<file path="src/rtl/exc_ctrl.sv">
// Exception/interrupt sequencer: the requesting side of the CP0 exception interface.
// Optional build macro EXC_CTRL_TIMER_EN lets the CP0 timer flag act as IP7.
module exc_ctrl #(
   parameter logic [31:0] HANDLER_ADDR = 32'h0000_0040
) (
   input  logic        clk,
   input  logic        rst,
   input  logic [31:0] status,
   input  logic [31:0] cause,
   input  logic [31:0] epc,
   input  logic        intimer,
   input  logic        mem_valid,
   input  logic [31:0] mem_pc,
   input  logic        mem_syscall,
   input  logic        mem_eret,
   output logic [31:0] excptype,
   output logic [31:0] exc_pc,
   output logic        flush,
   output logic        redirect_valid,
   output logic [31:0] redirect_pc,
   output logic        busy
);

   localparam logic [31:0] CODE_INT  = 32'h0000_0004;
   localparam logic [31:0] CODE_SYS  = 32'h0000_0100;
   localparam logic [31:0] CODE_ERET = 32'h0000_0200;

   typedef enum logic [1:0] {IDLE, TAKE, REDIRECT} state_t;
   typedef enum logic [1:0] {K_INT, K_SYS, K_ERET} kind_t;

   state_t      state_q;
   kind_t       kind_q;
   logic [31:0] excptype_q;
   logic [31:0] exc_pc_q;
   logic        flush_q;
   logic        redirect_valid_q;
   logic [31:0] redirect_pc_q;
   logic        busy_q;

   logic        int_req;
   logic        int_src;
   logic        unused_bits;

`ifdef EXC_CTRL_TIMER_EN
   assign int_src = (|(cause[15:8] & status[15:8])) | (intimer & status[15]);
`else
   assign int_src = |(cause[15:8] & status[15:8]);
`endif
   assign int_req = status[0] & ~status[1] & int_src;

   assign unused_bits = ^{status[31:16], status[7:2], cause[31:16], cause[7:0], intimer};

   always_ff @(posedge clk) begin
      if (rst) begin
         state_q          <= IDLE;
         kind_q           <= K_INT;
         excptype_q       <= '0;
         exc_pc_q         <= '0;
         flush_q          <= 1'b0;
         redirect_valid_q <= 1'b0;
         redirect_pc_q    <= '0;
         busy_q           <= 1'b0;
      end else begin
         case (state_q)
            IDLE: begin
               excptype_q       <= '0;
               flush_q          <= 1'b0;
               redirect_valid_q <= 1'b0;
               busy_q           <= 1'b0;
               // Pending interrupts are not latched; only a real MEM instruction can carry one.
               if (mem_valid && (int_req || mem_syscall || mem_eret)) begin
                  state_q  <= TAKE;
                  exc_pc_q <= mem_pc;
                  flush_q  <= 1'b1;
                  busy_q   <= 1'b1;
                  if (int_req) begin
                     kind_q     <= K_INT;
                     excptype_q <= CODE_INT;
                  end else if (mem_syscall) begin
                     kind_q     <= K_SYS;
                     excptype_q <= CODE_SYS;
                  end else begin
                     kind_q     <= K_ERET;
                     excptype_q <= CODE_ERET;
                  end
               end
            end
            TAKE: begin
               // excptype drops after one cycle so CP0 commits EPC/EXL exactly once.
               state_q          <= REDIRECT;
               excptype_q       <= '0;
               flush_q          <= 1'b1;
               busy_q           <= 1'b1;
               redirect_valid_q <= 1'b1;
               redirect_pc_q    <= (kind_q == K_ERET) ? epc : HANDLER_ADDR;
            end
            REDIRECT: begin
               state_q          <= IDLE;
               excptype_q       <= '0;
               flush_q          <= 1'b0;
               redirect_valid_q <= 1'b0;
               busy_q           <= 1'b0;
            end
            default: begin
               state_q          <= IDLE;
               excptype_q       <= '0;
               flush_q          <= 1'b0;
               redirect_valid_q <= 1'b0;
               busy_q           <= 1'b0;
            end
         endcase
      end
   end

   assign excptype       = excptype_q;
   assign exc_pc         = exc_pc_q;
   assign flush          = flush_q;
   assign redirect_valid = redirect_valid_q;
   assign redirect_pc    = redirect_pc_q;
   assign busy           = busy_q;

endmodule

</file>
<file path="config.mk">
export PLATFORM = sky130hd
export DESIGN_NAME = exc_ctrl
export DESIGN_NICKNAME = d
export VERILOG_FILES = /design/src/rtl/exc_ctrl.sv
export SDC_FILE = /design/constraint.sdc
export NUM_CORES = 1
export LEC_CHECK = 0
export ABC_AREA = 1
export CAP_MARGIN = 10
export CORE_MARGIN = 3
export CORE_UTILIZATION = 30
export CTS_CLUSTER_DIAMETER = 30
export DETAILED_ROUTE_END_ITERATION = 10
export DONT_BUFFER_PORTS = 1
export PLACE_DENSITY = 0.53
export SYNTH_ARGS = -nofsm -noshare
export SYNTH_HDL_FRONTEND = slang
export SYNTH_SLANG_ARGS = --single-unit
</file>
<file path="constraint.sdc">
create_clock -name clk -period 1.6 [get_ports clk]
set_input_delay 0.24 -clock clk [delete_from_list [all_inputs] [get_ports clk]]
set_output_delay 0.24 -clock clk [all_outputs]
set_load 0.05 [all_outputs]
</file>
After elaboration in Yosys (flattened, before gate mapping):

Index checks and enable logic that the tools add are counted.
Widths: inputs -> output; s select.

* register bits after elaboration: 80
* input bits: 134
* output and inout bits: 99
* logic and storage cells: 35

* equality and inequality tests: 3
* multiplexer cells: 10
* bitwise logic cells: 6
* reductions and logical operators: 8

Operators by type and width (number)
* $mux 32: 1
* $mux 10: 1
* $and 8x8->8: 1
* $reduce_or 8->1: 1
* $mux 2: 3
* $pmux 2 s2: 1
* $reduce_or 4->1: 1
* $mux 3: 1
* $not 1->1: 3
* $reduce_or 3->1: 1
* $and 1x1->1: 2
* $eq 2x1->1 const B: 1
* $eq 2x2->1 const B: 1
* $logic_not 2->1: 1
* $logic_or 1x1->1: 2
* $mux 1: 2
* $ne 2x2->1 const B: 1
* $pmux 1 s2: 1
* $reduce_and 2->1: 1
* $logic_and 1x1->1: 1

Longest topological paths before layout:

* depth after elaboration: 8
* depth in mapped cells: 10
* depth with buffers taken out: 9

Worst setup path after synthesis:

Ideal clock, no wire load.

* path kind: reg-to-reg
* start point: register state_q[0]
* end point: register redirect_pc_q[10], in the netlist redirect_pc[10]
* library setup time: 0.128 ns
* arrival: 1.008 ns
* required time: 1.472 ns
* setup slack: 0.465 ns
* stages on the path, launching flop included: 7
* buffers on the path: 1
* clock period less this slack: 1.135 ns
* cell sequence: dfxtp_1 -> inv_1 -> nor2_1 -> inv_2 -> clkbuf_1 -> a22oi_1 -> nor2_1

* cells in the longest elaborated chain, start to end: 1

Ends and longest elaborated chain
* start, declared: line 31 `state_t state_q;`
* start signal, assigned: line 55 `state_q <= IDLE;`
* start signal, assigned: line 72 `state_q <= TAKE;`
* start signal, assigned: line 90 `state_q <= REDIRECT;`
* $eq 2x1->1: line 64 `case (state_q)`
* end signal, assigned: line 95 `redirect_pc_q <= (kind_q == K_ERET) ? epc : HANDLER_ADDR;`
* end, declared: line 37 `logic [31:0] redirect_pc_q;`

Every way passes these cells.
A chain may end at the register's enable or synchronous reset.

Final worst setup path:

* start point: register state_q[0]
* end point: register redirect_pc_q[25], in the netlist redirect_pc[25]

The elaborated chain is that of the path after synthesis.

==> metrics.md <==
| Metric | Value |
|---|---|
| Outcome | `complete, no violations` |
| Yosys cell types | `22` |
| Iteration-0 DRC Markers | `154` |
| Clock Skews | `0.00818 ns` |
| Boundary Pins | `233` |
| CP dominant cell by count | `nor2_1` |
| First-pass GRT wire length | `10,600 µm` |
| Placed cell area | `2930 µm²` |
| Finish-stage setup viols | `0` |
| TritonCTS clock tree | `done` |
| CP Depth | `5` |
| Top cells by count, synth | `dfxtp_1 (73), nand3_1 (57), nand2_1 (50)` |
| CP endpoint | `redirect_pc[25]` |
| Clk slew on worst S/H paths | `0.08 ns` |
| Crit-path max cell delay | `0.34 ns` |
| Critical path startpoint | `state_q[0]` |
| Tcrit/Tclk final | `81.8%` |
| Area leader, netlist | `dfxtp_1` |
| Fraction of layout cells with a size suffix above 1 | `13.4%` |
| Smallest hold slack | `0.0335 ns` |
| Synth Cell Area | `2880 µm²` |
| Final WL | `6860 µm` |
| Warnings from Yosys | `0` |
| Design area | `3170 µm²` |
| Gpl congestion | `0.691` |
| Post-synth EDFFs | `0` |
| Sequential cell area fraction in the yosys report | `50.7%` |
| Post-synthesis cell count | `334` |
| Leakage | `1.41 nW` |
| Vias | `2,212` |
| DR vias/cell | `4.69` |
| Syn Area/Cell | `8.62 µm²` |
| Nets | `472` |
| Reg2reg start | `state_q[0]` |
| Hold crit path type | `input port to flip-flop` |
| Reg2reg end | `redirect_pc[25]` |
| Total track usage | `12.3%` |
| Critical Path, Cell by Cell | `inv_1, nor2_1, inv_2, a22oi_1, nor2_1` |
| Vias in the first global route | `2,017` |
| CP max stage cell | `dfxtp_1` |
| Area grow syn2layout | `10.0%` |
| CP top delay family | `flip-flops` |
| Port bufs | `0` |
| Clock Sinks | `73` |
| Initial Utilization | `31.0%` |
| WP buf/inv | `2` |
| Antenna violations before repair | `0` |
| Crit start category | `flip-flop` |
| Final count of hold timing violations | `0` |
| Pwr/cell area | `1260 nW/µm²` |
| Clk root buf | `clkbuf_8` |
| Standard-cell row count | `35` |
| Period minus WS final | `1.31 ns` |
| Slew Viols, Final | `0` |
| Fillers | `985` |
| Worst Path Required | `1.81 ns` |
| CTS Buffer Depth | `2` |
| DRT antenna net count | `0` |
| RSZ-0062 raised after global routing | `false` |
| Hold path startpoint | `mem_pc[6]` |
| Arrival @ worst endpoint | `1.52 ns` |
| VDD IR max | `514 µV` |
| Slew Limit Headroom | `60.7%` |
| Core area | `9280 µm²` |
| Critical Path Fanout Max | `34` |
| Synth Flop Type | `dfxtp_1` |
| Clk Latency, worst-skew pair | `0.34 ns` |
| Grt ovf | `0` |
| Most numerous cell in the Yosys netlist | `dfxtp_1` |
| CTS resizes | `0` |
| Post-detail-place hpwl | `4730 µm` |
| Setup_tns | `0 ns` |
| Htree depth | `3` |
| Ant diodes | `0` |
| Worst setup EP type | `flip-flop` |
| Worst Reg2Reg Path Length in Cells | `5` |
| Fraction of registers with async set/reset | `0%` |
| # DRC | `0` |
| Top post-synthesis cells by area | `dfxtp_1 (51%), nand3_1 (9.9%), a22oi_1 (8.1%), buf_4 (7.8%), nand2_1 (6.5%)` |
| Per-cell routed wire length | `14.5 µm` |
| Share of the synthesized area in the top cell type | `50.7%` |
| Worst-margin pin slew | `0.589 ns` |
| Crit Path Category | `flip-flop to flip-flop` |
| Flop2flop setup slack | `0.29 ns` |
| DIE HEIGHT | `104 µm` |
| Die area | `10,800 µm²` |
| Achievable frequency | `0.764 GHz` |
| Largest net degree at the start of global routing | `35` |
| DRT Pass-1 Iters | `5` |
| Cts bufs inserted | `9` |
| Max-Cap Viols | `0` |
| Yosys reg bits | `73` |
| Post-CTS setup buffers | `0` |
| Die Wd | `104 µm` |
-- sequential cells by signal (all words and copies together) (netlist names) --
register	flops
kind_q	2
redirect_valid	1
exc_pc	32
redirect_pc	32
busy	1
state_q	2
excptype	3
-- worst min path at each step --
stage / slack, ns / cells past startpoint / end
after floorplan: 0.38 / 2 / exc_pc[15]
after detailed placement: 0.32 / 1 / redirect_pc[0]
after CTS: 0.009 / 2 / exc_pc[6]
after global routing: 0.007 / 2 / exc_pc[10]
after global placement: 0.32 / 1 / redirect_pc[20]
final: 0.03 / 2 / exc_pc[6]
-- cell usage in the layout, fill, tap and decap left out, types with 2 or more instances in the layout --
master,count
dfxtp_1,73
a22oi_1,31
dlygate4sd3_1,2
nand3_1,57
conb_1,29
nor2_1,40
buf_12,2
clkbuf_8,9
inv_1,11
buf_4,12
clkinv_2,3
nand2_1,50
nand3_2,10
-- area by class of cell --
type / instances / area [µm²] / share of cell area (%)
clock inverters: 7 / 70.1 / 2.21
clock buffers: 9 / 124 / 3.91
flip-flops and latches: 73 / 1460 / 46.1
multi-input cells: 224 / 1130 / 35.5
repair buffers: 17 / 178 / 5.61
inverters: 13 / 48.8 / 1.54
well taps: 129 / 161 / 5.09
-- metal layers --
metal,share of wire (%),vias up,GRT usage (%),wire length (µm)
met5,0,-,0,0
met4,1.6,0,4.84,110
met3,11,6,6.70,780
li1,-,1058,-,-
met1,39,1028,14.3,2670
met2,48,120,18.8,3300
-- cell families after synthesis --
family	Yosys count	synth area share, %
AO/OA/AOI/OAI	33	8.56
other	1	0.130
buffers and inverters	65	13.8
AND/OR/NAND/NOR	162	26.8
flip-flops	73	50.7
-- report_power, final --
group	internal, mW	leakage, nW	switching, mW	total [mW]
Sequential	1.89	0.594	0.262	2.15
Combinational	0.0820	0.714	0.335	0.417
Clock	0.720	0.0994	0.714	1.43
Total	2.69	1.41	1.31	4.00
-- per-stage QoR --
stage / util [%] / worst slack [ns] / std cells / total power, mW
floorplan: - / 0.465 / 362 / 2.61
global placement: 31.5 / 0.192 / 453 / 2.58
finish: 34.1 / 0.291 / 472 / 4.00
detailed placement: 31.5 / 0.159 / 453 / 2.59
global route: 34.1 / 0.164 / 472 / 4.21
CTS: 33.8 / 0.0987 / 471 / 4.06
-- repair_timing --
| action | 4_1_cts | 5_1_grt |
|---|---|---|
| endpoints found under the hold margin | 33 | 0 |
| endpoints found under the setup margin | 0 | 0 |
| hold buffers | 2 | 0 |
Note: power is estimated with default switching activity, not from simulation.
